<file path="src/rtl/slice_reassembler_pkg.sv">
// Shared types and helpers for the slice reassembler.
// Imported by the top level and its sub-module.
package slice_reassembler_pkg;

   typedef enum logic [1:0] {
      COLLECT = 2'd0,
      HOLD    = 2'd1,
      DISCARD = 2'd2
   } state_e;

   // Number of slices that make up one word.
   function automatic int calc_n(input int ww, input int sw);
      return ww / sw;
   endfunction

   // Slice index width, never narrower than one bit.
   function automatic int idx_width(input int n);
      return (n <= 2) ? 1 : $clog2(n);
   endfunction

endpackage

</file>
<file path="src/rtl/slice_reassembler_sat_counter.sv">
// Saturating up-counter used for the framing-error tally.
// Holds at all-ones instead of wrapping.
module sat_counter #(
   parameter int WIDTH = 8
) (
   input  logic             clk,
   input  logic             reset,
   input  logic             inc,
   output logic [WIDTH-1:0] count
);

   logic [WIDTH-1:0] count_q;
   logic [WIDTH-1:0] count_d;

   // Next count: step on inc unless already saturated.
   always_comb begin
      count_d = count_q;
      if (inc && (count_q != {WIDTH{1'b1}})) begin
         count_d = count_q + 1'b1;
      end
   end

   // Count register with synchronous clear.
   always_ff @(posedge clk) begin
      if (reset) begin
         count_q <= '0;
      end else begin
         count_q <= count_d;
      end
   end

   assign count = count_q;

endmodule

</file>
<file path="src/rtl/slice_reassembler.sv">
// Reassembles narrow link slices into wide words.
// Flags framing errors and resyncs on the next last-marker.
module slice_reassembler
   import slice_reassembler_pkg::*;
#(
   parameter int WORD_WIDTH      = 4,
   parameter int SLICE_WIDTH     = 2,
   parameter int ERR_COUNT_WIDTH = 8
) (
   input  logic                       clk,
   input  logic                       reset,
   input  logic                       in_valid,
   output logic                       in_ready,
   input  logic [SLICE_WIDTH-1:0]     in_slice,
   input  logic                       in_last,
   output logic                       out_valid,
   input  logic                       out_ready,
   output logic [WORD_WIDTH-1:0]      out_word,
   output logic                       err_pulse,
   output logic [ERR_COUNT_WIDTH-1:0] err_count
);

   localparam int N  = calc_n(WORD_WIDTH, SLICE_WIDTH);
   localparam int IW = idx_width(N);
   localparam int LW = WORD_WIDTH - SLICE_WIDTH;

   localparam logic [IW-1:0] LAST_IDX = IW'(N - 1);

   state_e                state_q;
   state_e                state_d;
   logic [IW-1:0]         idx_q;
   logic [IW-1:0]         idx_d;
   logic [WORD_WIDTH-1:0] shadow_q;
   logic [WORD_WIDTH-1:0] shadow_d;
   logic [WORD_WIDTH-1:0] out_word_q;
   logic [WORD_WIDTH-1:0] out_word_d;
   logic                  out_valid_q;
   logic                  out_valid_d;
   logic                  err_pulse_q;
   logic                  err_pulse_d;

   logic accept;
   logic take;

   // Ready depends only on state, reset and consumer readiness.
   always_comb begin
      in_ready = 1'b0;
      if (!reset) begin
         in_ready = (state_q == HOLD) ? out_ready : 1'b1;
      end
   end

   assign accept = in_valid && in_ready;

   // Next-state, assembly and framing-error detection.
   always_comb begin
      state_d     = state_q;
      idx_d       = idx_q;
      shadow_d    = shadow_q;
      out_word_d  = out_word_q;
      out_valid_d = out_valid_q;
      err_pulse_d = 1'b0;
      take        = 1'b0;

      unique case (state_q)
         COLLECT: begin
            take = accept;
         end
         HOLD: begin
            if (out_ready) begin
               out_valid_d = 1'b0;
               state_d     = COLLECT;
               take        = accept;
            end
         end
         DISCARD: begin
            if (accept && in_last) begin
               state_d = COLLECT;
               idx_d   = '0;
            end
         end
         default: begin
            state_d = COLLECT;
            idx_d   = '0;
         end
      endcase

      // A slice taken from HOLD always lands at index 0.
      if (take) begin
         if (idx_q == LAST_IDX) begin
            idx_d = '0;
            if (in_last) begin
               out_word_d  = {in_slice, shadow_q[LW-1:0]};
               out_valid_d = 1'b1;
               state_d     = HOLD;
            end else begin
               err_pulse_d = 1'b1;
               state_d     = DISCARD;
            end
         end else if (in_last) begin
            err_pulse_d = 1'b1;
            idx_d       = '0;
            state_d     = COLLECT;
         end else begin
            for (int i = 0; i < N; i++) begin
               if (idx_q == IW'(i)) begin
                  shadow_d[i*SLICE_WIDTH +: SLICE_WIDTH] = in_slice;
               end
            end
            idx_d = idx_q + 1'b1;
         end
      end
   end

   // State and datapath registers with synchronous reset.
   always_ff @(posedge clk) begin
      if (reset) begin
         state_q     <= COLLECT;
         idx_q       <= '0;
         shadow_q    <= '0;
         out_word_q  <= '0;
         out_valid_q <= 1'b0;
         err_pulse_q <= 1'b0;
      end else begin
         state_q     <= state_d;
         idx_q       <= idx_d;
         shadow_q    <= shadow_d;
         out_word_q  <= out_word_d;
         out_valid_q <= out_valid_d;
         err_pulse_q <= err_pulse_d;
      end
   end

   sat_counter #(
      .WIDTH (ERR_COUNT_WIDTH)
   ) u_err_cnt (
      .clk   (clk),
      .reset (reset),
      .inc   (err_pulse_d),
      .count (err_count)
   );

   assign out_valid = out_valid_q;
   assign out_word  = out_word_q;
   assign err_pulse = err_pulse_q;

endmodule

</file>
<file path="config.mk">
export PLATFORM = sky130hd
export DESIGN_NAME = slice_reassembler
export DESIGN_NICKNAME = d
export VERILOG_FILES = /design/src/rtl/slice_reassembler_pkg.sv /design/src/rtl/slice_reassembler_sat_counter.sv /design/src/rtl/slice_reassembler.sv
export SDC_FILE = /design/constraint.sdc
export NUM_CORES = 1
export LEC_CHECK = 0
export ABC_AREA = 1
export BUFFER_PORTS_ARGS = -buffer_cell sky130_fd_sc_hd__buf_2
export CAP_MARGIN = 20
export CELL_PAD_IN_SITES_DETAIL_PLACEMENT = 1
export CELL_PAD_IN_SITES_GLOBAL_PLACEMENT = 1
export CORE_MARGIN = 2
export CORE_UTILIZATION = 39
export DETAILED_ROUTE_END_ITERATION = 8
export PLACE_DENSITY = 0.82
export SETUP_SLACK_MARGIN = 0.5
export SLEW_MARGIN = 25
export SYNTH_ARGS = -nofsm -noshare
export SYNTH_HDL_FRONTEND = slang
export SYNTH_HIERARCHICAL = 1
export SYNTH_SLANG_ARGS = --single-unit
export TNS_END_PERCENT = 1
</file>
<file path="constraint.sdc">
create_clock -name clk -period 2.3 [get_ports clk]
set_input_delay 0.46 -clock clk [delete_from_list [all_inputs] [get_ports clk]]
set_output_delay 0.46 -clock clk [all_outputs]
set_load 0.1 [all_outputs]
</file>
==> reports/qor.yml <==
synthArstFlopShare_pct: 0
path_class: "flip-flop to primary output"
final_util_pct: 47.3
drc_errors: 0
dp_slack_ns: 0.473
netlist_area_um2: 982
max_slew_margin_pct: 67.5
worstMarginPinSlew_ns: 0.490
vias: 950
core_area_um2: 2430
place_inst: 193
die_area_um2: 2940
rows: 18
worst_hold_slack_ns: 0.401
total_power_mw: 0.605
min_to: "out_word[3]$_SDFFE_PP0P_"
ys_warn_count: 6
setup_viol: 0
r2r-start: "idx_q$_SDFFE_PP0P_"
critPathLaunchType: "flip-flop"
post_drt_wl_per_cell_um: 12.0
place.gp.congestion: 0.735
io_pins: 22
drtIter0Drc: 5
drv_cap: 0
whs_path_depth: 3
clk_pin_slew_worst_paths_ns: 0.12
layout_setup_ws_ns: 0.579
track_usage_pct: 17.9
cp.arrival_ns: 1.26
hp-start: "in_slice[1]"
post_cts_buffers: 0
synth_seq_cells: 19
overflow: 0
fin_crit_sh_pct: 74.8
fin_crit_ns: 1.72
clockBufferDepth: 2
rrSetupSlack_ns: 0.66
grt_setup_unrepaired: "true"
r2r_cells: 10
antenna_found_initial: 0
status: "completed"
cts_max_level: 1
cts_buffers: 3
grt_pass1_vias: 952
timing.critical_path.required_ns: 1.84
synth_common_cells: "30 x nor2_1, 28 x nand2_1, 20 x inv_1"
hpwl_um: 1860
dr.pass1.iters: 4
finalInstanceArea_um2: 1150
cp_max_fo: 3
ff_latch_area_um2: 383
placed_cell_area_um2: 1120
grt_pass1_wl_um: 3900
die_w_um: 54.2
multi_input_area_um2: 493
peakVddDrop_mv: 0.353
portBuffers: 21
fmax_mhz: 581
synth_top_area_cell: "dfxtp_1"
initial_core_util_pct: 40.4
syn_inst: 143
tns_ns: 0
die_y_um: 54.2
hold_violations: 0
ant_nets: 0
tritoncts: "done"
nFillCells: 348
synth_ff_type: "dfxtp_1"
timing.rr.end: "u_err_cnt/count[4]$_SDFFE_PP0P_"
syn-num-nets: 153
viasPerCell: 4.82
hp-class: "input pin to flip-flop"
synth_edf_count: 0
fin_nets: 178
layout.cells.non_filler: 197
clock_latency_ns: 0.30
grt_max_degree: 13
synth.top_cells.by_area: "dfxtp_1 39%, nor2_1 11%, nand2_1 11%, inv_1 7.6%, a21oi_1 5.1%"
clock-root-buffer: "clkbuf_4"
syn_to_final_growth_pct: 17.1
synth_top_area_share_pct: 38.7
cts.sinks: 19
cp-end-kind: "primary output"
slew_viol_final: 0
fin_worst_skew_ns: 0.00789
drive_gt1_share_pct: 24.6
wl_um: 2360
diodes: 0
synth_area_per_cell_um2: 6.87
power.leakage_nw: 0.578
p_per_area_nw_per_um2: 526
seq_area_frac_synth_pct: 38.7
post-synth-top-count-cell: "nor2_1"
synth.distinct_cells: 20
cell usage in the layout, fill, tap and decap left out, drive strengths merged:
master | Yosys | final
a21oi | 10 | 10
a31oi | 1 | 1
buf | 2 | 22
clkbuf | 0 | 3
clkinv | 0 | 1
dfxtp | 19 | 19
ha | 3 | 3
inv | 24 | 24
nand2 | 29 | 29
nand3 | 11 | 11
nand3b | 1 | 1
nand4 | 1 | 1
nor2 | 34 | 34
o211ai | 1 | 1
o21ai | 7 | 7
flip-flops by register name, indices dropped and copies added (netlist names):
signal,cells
idx_q,1
out_valid,1
shadow_q,2
err_pulse,1
out_word,4
state_q,2
u_err_cnt/count,8
final cells by class:
type | instances | area share, %
clock inverter | 1 | 0.435
timing repair buffer | 22 | 10.3
inverter | 24 | 7.83
sequential | 19 | 33.3
clock buffer | 3 | 1.96
tap | 30 | 3.26
multi-input combinational | 98 | 42.9
how the worst max path moves through the flow:
stage                                          from                         endpoint  slack [ns]  cells past startpoint
global placement                          out_ready                         in_ready        0.52                      8
finish                        state_q[0]$_SDFF_PP0_                         in_ready        0.58                      6
global route                     idx_q$_SDFFE_PP0P_  u_err_cnt/count[4]$_SDFFE_PP0P_        0.49                     10
floorplan           u_err_cnt/count[4]$_SDFFE_PP0P_  u_err_cnt/count[3]$_SDFFE_PP0P_        0.51                      6
detailed placement                            reset  u_err_cnt/count[4]$_SDFFE_PP0P_        0.47                     10
CTS                           state_q[0]$_SDFF_PP0_                         in_ready        0.52                      6
where the power goes:
group | switching, mW | total (mW) | internal [mW]
Sequential | 0.00584 | 0.342 | 0.336
Clock | 0.107 | 0.171 | 0.0647
Combinational | 0.0687 | 0.0912 | 0.0225
logic make-up (layout without fill, tap and decap cells):
| group | count (synthesis) | in the layout | share of synthesized area (%) |
|---|---|---|---|
| AO/OA/AOI/OAI | 19 | 19 | 10.1 |
| adder cells (fa/ha/maj) | 3 | 3 | 3.82 |
| buffers and inverters | 26 | 50 | 11.1 |
| flip-flops | 19 | 19 | 38.7 |
| AND/OR/NAND/NOR | 76 | 76 | 36.3 |
worst max-delay path, cell delays in order, from the launching register on:
cell and delay, ns:
dfxtp_1 0.34, nand2_1 0.13, inv_1 0.05, nand2_1 0.08
nand2_1 0.07, inv_1 0.07, buf_6 0.22
layer usage:
metal | track usage, % | part of all wire (%)
met2 | 30.7 | 50
met5 | 0 | 0
met1 | 21.1 | 47
met4 | 7.92 | 0.55
met3 | 3.89 | 3.0
timing repair:
action	4_1_cts	5_1_grt
hold buffers	0	0
cloned	0	0
pin swaps	0	0
gates resized for setup	1	1
endpoints found under the setup margin	1	2
Power figures use the tool's default switching activity.
